[src/rtl/id_dual_issue.sv]
// ID-stage dual-issue steering: classifies the IF/ID pair into even/odd pipes, splits dependent or misordered pairs.
// Optional build macro ISSUE_PERF_CNT_EN adds saturating dual/split event counters.
module id_dual_issue #(
  parameter int PCbitsize = 11
) (
  input  logic                 clk,
  input  logic                 reset,
  input  logic [PCbitsize-1:0] PC_plusEight,
  input  logic [31:0]          first_instruction,
  input  logic [31:0]          second_instruction,
  input  logic                 in_valid,
  output logic                 in_ready,
  input  logic                 stall_in,
  input  logic                 flush,
  output logic [31:0]          even_inst,
  output logic [PCbitsize-1:0] even_pc,
  output logic                 even_valid,
  output logic [31:0]          odd_inst,
  output logic [PCbitsize-1:0] odd_pc,
  output logic                 odd_valid,
  output logic [15:0]          dual_count,
  output logic [15:0]          split_count
);

  typedef enum logic {ISSUE, HOLD} state_t;

  state_t               state_reg;
  logic [31:0]          even_inst_reg, odd_inst_reg, held_inst_reg;
  logic [PCbitsize-1:0] even_pc_reg, odd_pc_reg, held_pc_reg;
  logic                 even_valid_reg, odd_valid_reg;

  logic                 s0_nop, s1_nop, s0_odd, s1_odd, held_odd;
  logic                 dep, dual_ok, split_needed, any_live;
  logic [PCbitsize-1:0] pc0, pc1, single_pc;
  logic [31:0]          single_inst;
  logic                 single_odd;

  always_comb begin
    s0_nop   = (first_instruction == 32'h0);
    s1_nop   = (second_instruction == 32'h0);
    s0_odd   = (first_instruction[31:29] == 3'b001);
    s1_odd   = (second_instruction[31:29] == 3'b001);
    held_odd = (held_inst_reg[31:29] == 3'b001);
    pc0      = PC_plusEight - PCbitsize'(8);
    pc1      = PC_plusEight - PCbitsize'(4);
    dep      = !s0_nop && !s1_nop &&
               ((second_instruction[13:7]  == first_instruction[6:0]) ||
                (second_instruction[20:14] == first_instruction[6:0]));
    dual_ok      = !s0_nop && !s1_nop && !s0_odd && s1_odd && !dep;
    split_needed = in_valid && !s0_nop && !s1_nop && !dual_ok;
    any_live     = in_valid && !(s0_nop && s1_nop);
    // When slot0 is live it is always the one issued alone (single or first half of a split).
    single_inst  = s0_nop ? second_instruction : first_instruction;
    single_pc    = s0_nop ? pc1 : pc0;
    single_odd   = s0_nop ? s1_odd : s0_odd;
  end

  always_comb begin
    in_ready = 1'b0;
    if (reset)
      in_ready = 1'b0;
    else if (flush)
      in_ready = 1'b1;
    else if (!stall_in)
      in_ready = (state_reg == ISSUE) ? !split_needed : 1'b1;
  end

  always_ff @(posedge clk) begin
    if (reset) begin
      state_reg      <= ISSUE;
      even_inst_reg  <= '0;
      odd_inst_reg   <= '0;
      held_inst_reg  <= '0;
      even_pc_reg    <= '0;
      odd_pc_reg     <= '0;
      held_pc_reg    <= '0;
      even_valid_reg <= 1'b0;
      odd_valid_reg  <= 1'b0;
    end else if (flush) begin
      state_reg      <= ISSUE;
      even_valid_reg <= 1'b0;
      odd_valid_reg  <= 1'b0;
    end else if (!stall_in) begin
      even_valid_reg <= 1'b0;
      odd_valid_reg  <= 1'b0;
      case (state_reg)
        ISSUE: begin
          if (any_live) begin
            if (dual_ok) begin
              even_inst_reg  <= first_instruction;
              even_pc_reg    <= pc0;
              even_valid_reg <= 1'b1;
              odd_inst_reg   <= second_instruction;
              odd_pc_reg     <= pc1;
              odd_valid_reg  <= 1'b1;
            end else if (single_odd) begin
              odd_inst_reg   <= single_inst;
              odd_pc_reg     <= single_pc;
              odd_valid_reg  <= 1'b1;
            end else begin
              even_inst_reg  <= single_inst;
              even_pc_reg    <= single_pc;
              even_valid_reg <= 1'b1;
            end
            if (split_needed) begin
              held_inst_reg <= second_instruction;
              held_pc_reg   <= pc1;
              state_reg     <= HOLD;
            end
          end
        end
        HOLD: begin
          if (held_odd) begin
            odd_inst_reg   <= held_inst_reg;
            odd_pc_reg     <= held_pc_reg;
            odd_valid_reg  <= 1'b1;
          end else begin
            even_inst_reg  <= held_inst_reg;
            even_pc_reg    <= held_pc_reg;
            even_valid_reg <= 1'b1;
          end
          state_reg <= ISSUE;
        end
        default: state_reg <= ISSUE;
      endcase
    end
  end

  assign even_inst  = even_inst_reg;
  assign even_pc    = even_pc_reg;
  assign even_valid = even_valid_reg;
  assign odd_inst   = odd_inst_reg;
  assign odd_pc     = odd_pc_reg;
  assign odd_valid  = odd_valid_reg;

`ifdef ISSUE_PERF_CNT_EN
  logic        advance;
  logic [15:0] dual_count_reg, split_count_reg;

  assign advance = !flush && !stall_in && (state_reg == ISSUE) && in_valid;

  always_ff @(posedge clk) begin
    if (reset) begin
      dual_count_reg  <= '0;
      split_count_reg <= '0;
    end else begin
      if (advance && dual_ok && dual_count_reg != 16'hFFFF)
        dual_count_reg <= dual_count_reg + 16'd1;
      if (advance && split_needed && split_count_reg != 16'hFFFF)
        split_count_reg <= split_count_reg + 16'd1;
    end
  end

  assign dual_count  = dual_count_reg;
  assign split_count = split_count_reg;
`else
  assign dual_count  = 16'h0000;
  assign split_count = 16'h0000;
`endif

endmodule
[config.mk]
export PLATFORM = sky130hd
export DESIGN_NAME = id_dual_issue
export DESIGN_NICKNAME = d
export VERILOG_FILES = /design/src/rtl/id_dual_issue.sv
export SDC_FILE = /design/constraint.sdc
export NUM_CORES = 1
export LEC_CHECK = 0
export BUFFER_PORTS_ARGS = -buffer_cell sky130_fd_sc_hd__buf_4
export CAP_MARGIN = 30
export CORE_ASPECT_RATIO = 0.7
export CORE_MARGIN = 2
export CORE_UTILIZATION = 45
export DETAILED_ROUTE_END_ITERATION = 10
export HOLD_SLACK_MARGIN = 0.1
export PLACE_DENSITY = 0.71
export SLEW_MARGIN = 20
export SYNTH_ARGS = -nofsm -noshare
export SYNTH_HDL_FRONTEND = slang
export SYNTH_SLANG_ARGS = --single-unit
export TNS_END_PERCENT = 10
[constraint.sdc]
create_clock -name clk -period 2.9 [get_ports clk]
set_clock_uncertainty 0.2 [all_clocks]
set_input_delay 0.435 -clock clk [delete_from_list [all_inputs] [get_ports clk]]
set_output_delay 0.435 -clock clk [all_outputs]
set_load 0.01 [all_outputs]
# After elaboration in Yosys (flattened, before gate mapping)
# Cells that the tools add are included.
[totals] regBits=132 input_bits=80 elab_cells=88
[classes] bitwise_logic=3 muxes=40 eq_ne=10 n_reduce_logical=24 addsub=2
[op_table] op="$mux W32" count=9
[op_table] op="$pmux W32 S2" count=2
[op_table] op="$mux W11" count=9
[op_table] op="$logic_not A32 Y1" count=2
[op_table] op="$pmux W11 S2" count=2
[op_table] op="$mux W1" count=15
[op_table] op="$reduce_and A5 Y1" count=3
[op_table] op="$eq A7 B7 Y1" count=2
[op_table] op="$sub A11 B3 Y11 const B" count=1
[op_table] op="$sub A11 B4 Y11 const B" count=1
[op_table] op="$logic_and A1 B1 Y1" count=10
[op_table] op="$eq A3 B1 Y1 const B" count=3
[op_table] op="$logic_not A1 Y1" count=7
[op_table] op="$ne A3 B3 Y1 const B" count=2
[op_table] op="$pmux W1 S2" count=3
[op_table] op="$ne A2 B2 Y1 const B" count=2
[op_table] op="$not A1 Y1" count=3
[op_table] op="$ne A2 B1 Y1 const B" count=1
[op_table] op="$reduce_or A2 Y1" count=1
[op_table] op="$logic_or A1 B1 Y1" count=1

# Logic depth before layout (Yosys ltp)
[depth] word_depth=13 depth_mapped=10 depth_no_buf=8

# Worst setup path after synthesis
# Ideal clock, no wire load.
[synth_timing] path_kind="input to output" startpoint="input first_instruction[25]" endpoint="output in_ready" n_path_buf=3 path_stages=10 setup_slack_ps=285 arrival_ps=1980 path_cell_list="nor4_1 > nand4_1 > or2_1 > clkbuf_1 > o21ai_2 > buf_4 > buf_4 > or3_1 > a21oi_1 > nor2_1"
[synth_via] elab_chain_cells=13 elab_cells_between_ends=17 cone_classes="mux: 4; reduce/logical: 13"
[synth_lines] element="start: declaration" line_no="9" source="input logic [31:0] first_instruction,"
[synth_lines] element="$logic_not A32 Y1 *" line_no="39" source="s0_nop = (first_instruction == 32'h0);"
[synth_lines] element="$logic_not A1 Y1 *" line_no="46, 49, 50"
[synth_lines] element="$logic_and A1 B1 Y1" line_no="46, 49"
[synth_lines] element="$logic_and A1 B1 Y1 (on tied branches)" line_no="49, 46"
[synth_lines] element="$logic_and A1 B1 Y1 / $logic_not A1 Y1 (equally long branches)" line_no="49" source="dual_ok = !s0_nop && !s1_nop && !s0_odd && s1_odd && !dep;"
[synth_lines] element="$logic_and A1 B1 Y1" line_no="49"
[synth_lines] element="$logic_not A1 Y1" line_no="50" source="split_needed = in_valid && !s0_nop && !s1_nop && !dual_ok;"
[synth_lines] element="$logic_and A1 B1 Y1 *" line_no="50"
[synth_lines] element="$logic_not A1 Y1 *" line_no="65" source="in_ready = (state_reg == ISSUE) ? !split_needed : 1'b1;"
[synth_lines] element="$mux W1 *" line_no="65"
[synth_lines] element="$mux W1 *" line_no="64" source="else if (!stall_in)"
[synth_lines] element="$mux W1 *" line_no="62" source="else if (flush)"
[synth_lines] element="$mux W1 *" line_no="60" source="if (reset)"
[synth_lines] element="end: declaration" line_no="12" source="output logic in_ready,"
# Every way passes the cells marked *; elsewhere a longest branch is shown, timed or not.

# Worst setup path after layout
[layout_timing] startpoint="input first_instruction[0]" endpoint="output in_ready"
[layout_via] elab_chain_cells=13 elab_cells_between_ends=20 cone_classes="eq/ne: 2; mux: 4; reduce/logical: 14"
[layout_lines] element="$logic_not A32 Y1" line_no="39"
[layout_lines] element="$logic_not A1 Y1" line_no="46, 49, 50"
[layout_lines] element="$logic_and A1 B1 Y1" line_no="46, 49"
[layout_lines] element="$logic_and A1 B1 Y1 (on tied branches)" line_no="49, 46"
[layout_lines] element="$logic_and A1 B1 Y1 / $logic_not A1 Y1 (equally long branches)" line_no="49"
[layout_lines] element="$logic_and A1 B1 Y1" line_no="49"
[layout_lines] element="$logic_not A1 Y1" line_no="50"
[layout_lines] element="$logic_and A1 B1 Y1 *" line_no="50"
[layout_lines] element="$logic_not A1 Y1 *" line_no="65"
[layout_lines] element="$mux W1 *" line_no="65"
[layout_lines] element="$mux W1 *" line_no="64"
[layout_lines] element="$mux W1 *" line_no="62"
[layout_lines] element="$mux W1 *" line_no="60"
# Marked as above.

==> impl_metrics.env <==
export IMPL_synth_top_area_cell="dfxtp_1"
export IMPL_ios=201
export IMPL_n_antenna_cell=0
export IMPL_final_area_sq_um=9140
export IMPL_nNetsFinal=1066
export IMPL_cp_end_kind="output pin"
export IMPL_slew_violations=0
export IMPL_fin_crit_sh=0.9611
export IMPL_cts_made_buffers=17
export IMPL_r2r_setup_slack_ns=0.45
export IMPL_overflow=0
export IMPL_initial_core_util=0.4587
export IMPL_internal_power_uw=3481
export IMPL_p_switching_uw=1282
export IMPL_p_leak_uw=0.003711
export IMPL_synth_top_area_frac=0.3938
export IMPL_cts_tree="built"
export IMPL_critPathKind="in2out"
export IMPL_synthTopCellsByCount="132 x dfxtp_1, 123 x nand2_1, 82 x a21oi_1"
export IMPL_gp_congestion=0.9429
export IMPL_vias=6853
export IMPL_syn_area_sq_um=6710
export IMPL_synth_seq_cells=132
export IMPL_synth_area_leaders="dfxtp_1 39%, nand2_1 6.9%, a21oi_1 6.1%"
export IMPL_switching_share=0.2692
export IMPL_post_cts_buffers=0
export IMPL_clock_power_share=0.457
export IMPL_place_inst=1146
export IMPL_path_clk_slew_ns=0.06
export IMPL_finalHoldViolCount=0
export IMPL_fmax_ghz=0.3588
export IMPL_outcome="finished clean"
export IMPL_drt_total_wl_um=22090
export IMPL_cp_required_ns=2.27
export IMPL_htreeDepth=4
export IMPL_rsz0062_at_grt="no"
export IMPL_clockBufferDepth=2
export IMPL_vdd_ir_drop_max_mv=0.3783
export IMPL_tightest_slew_ns=0.6629
export IMPL_critPathLaunchType="input port"
export IMPL_arrival_ns=2.15
export IMPL_drt_iter0_markers=725
export IMPL_placed_area_sq_um=8384
export IMPL_io_buffers=168
export IMPL_rows=37
export IMPL_wl_per_cell_um=18.54
export IMPL_ys_warn_count=0
export IMPL_syn2layout_area_growth_pct=36.21
export IMPL_combPwrFrac=0.144
export IMPL_synth_main_ff_cell="dfxtp_1"
export IMPL_ys_types=55
export IMPL_finalPower_uw=4764
export IMPL_synth_most_common_cell="dfxtp_1"
export IMPL_dr_pass1_iters=5
export IMPL_chipHeight_um=106.2
export IMPL_final_util=0.6248
export IMPL_setup_violations=0
export IMPL_core_area_sq_um=14630
export IMPL_drive_above_1_share=0.2761
export IMPL_p_per_area_nw_per_um2=521.2
export IMPL_slew_headroom=0.5548
export IMPL_synth_edff_count=0
export IMPL_drc=0
export IMPL_track_usage=0.2744
export IMPL_grt_first_pass_wirelength_um=34300
export IMPL_yosysSeqAreaShare=0.3938
export IMPL_die_area_sq_um=15920
export IMPL_antenna_found_initial=0
export IMPL_clock_sinks=132
export IMPL_synth_avg_cell_area_sq_um=8.430
export IMPL_hp_class="in2reg"
export IMPL_ant_nets=0
export IMPL_maxCapViolations=0
export IMPL_dp_hpwl_um=15610
export IMPL_setup_tns_ns=0
export IMPL_synthCells=796
export IMPL_path_max_fanout=4
export IMPL_routed_via_density=5.754
export IMPL_p_seq_frac=0.399
export IMPL_grt_pass1_vias=6158
export IMPL_clock_latency_ns=0.42
export IMPL_die_x_um=150.0
export IMPL_stdcell_count=1191
export IMPL_root_buffer="clkbuf_16"
export IMPL_synth_async_reset_ratio=0
export IMPL_finalCriticalPeriod_ns=2.787
export IMPL_grt_max_degree=58
==> power groups by stage <==
stage               registers (uW)  clock network, uW  logic (uW)
detailed placement            1940                  0         657
global route                  1910               2270         741
floorplan                     1950                  0         359
global placement              1940                  0         654
finish                        1900               2180         688
CTS                           1900               2200         674
==> metal layers <==
layer	GRT usage	vias up	wire (um)
met3	0.05236	26	2136
met4	0.05997	0	299
met5	0	-	0
met2	0.3770	377	9154
li1	-	3220	-
met1	0.4362	3230	10500
==> final timing paths <==
check                                                 endpoint  depth (start not counted)                           start
worst max-delay path                                  in_ready                         10            first_instruction[0]
worst min-delay path             held_inst_reg[2]$_SDFFE_PP0P_                          3           second_instruction[2]
worst max register to register        even_pc[10]$_SDFFE_PP0P_                          6          state_reg$_SDFFE_PP0N_
worst min register to register  held_inst_reg[13]$_SDFFE_PP0P_                          2  held_inst_reg[13]$_SDFFE_PP0P_
==> final cells by class <==
cell class              count  area [sq um]
clock buffers              19         442.9
clock inverters            13         148.9
fillers                  1289          5489
inverters                   7         26.28
multi-input cells         587          3700
flip-flops and latches    132          2646
well taps                 195         244.0
repair buffers            238          1932
==> cells in the final DEF (no fill, tap or decap), types with 3 or more instances in the layout <==
cell,instances
inv_6,4
clkinvlp_4,3
clkbuf_16,17
clkinv_4,3
and3_1,7
o21ai_0,5
inv_1,7
nor2b_1,5
a211oi_1,19
nor3_1,8
ha_1,3
conb_1,32
buf_4,216
dfxtp_1,131
nor2_1,34
buf_12,9
xnor2_1,18
a21oi_1,81
nor4_4,3
a32o_1,32
nand3_1,36
xor2_1,8
a221o_1,31
nand4_1,6
nand2_1,123
dlygate4sd3_1,13
nor4_2,3
a211o_1,30
mux2i_1,13
nand2b_1,35
nor4_1,15
==> worst max-delay path: stages <==
cell and delay (ns):
buf_4 0.13, buf_4 0.15, xnor2_1 0.14, nand4_1 0.16
nor4_4 0.27, o21ai_4 0.12, or3_1 0.38, a21oi_1 0.16
nor2_1 0.06, buf_4 0.14
==> what timing repair did <==
action	4_1_cts	5_1_grt
setup endpoints to repair	1	1
gates resized for setup	2	3
gates cloned	0	0
hold endpoints to repair	13	2
hold buffers	11	2
==> through the flow <==
stage / setup WS [ns] / hold slack, ns
finish: 0.1129 / 0.1063
global route: 0.005764 / 0.1042
CTS: 0.02332 / 0.1003
detailed placement: -0.1003 / 0.2412
global placement: -0.1408 / 0.2363
floorplan: 0.2850 / 0.2312
==> cell families (layout without fill, tap and decap cells) <==
logic type      count (synthesis)  count (layout)  synth area share
other cells                     1              32         0.0005589
simple gates                  289             289            0.2083
buf+inv                       108             277           0.08279
compound gates                224             224            0.2556
fa+ha+maj                       3               3          0.005594
flops                         132             132            0.3938
mux                            13              13           0.01939
xor+xnor                       26              26           0.03394
(Power assumes the default switching activity.)
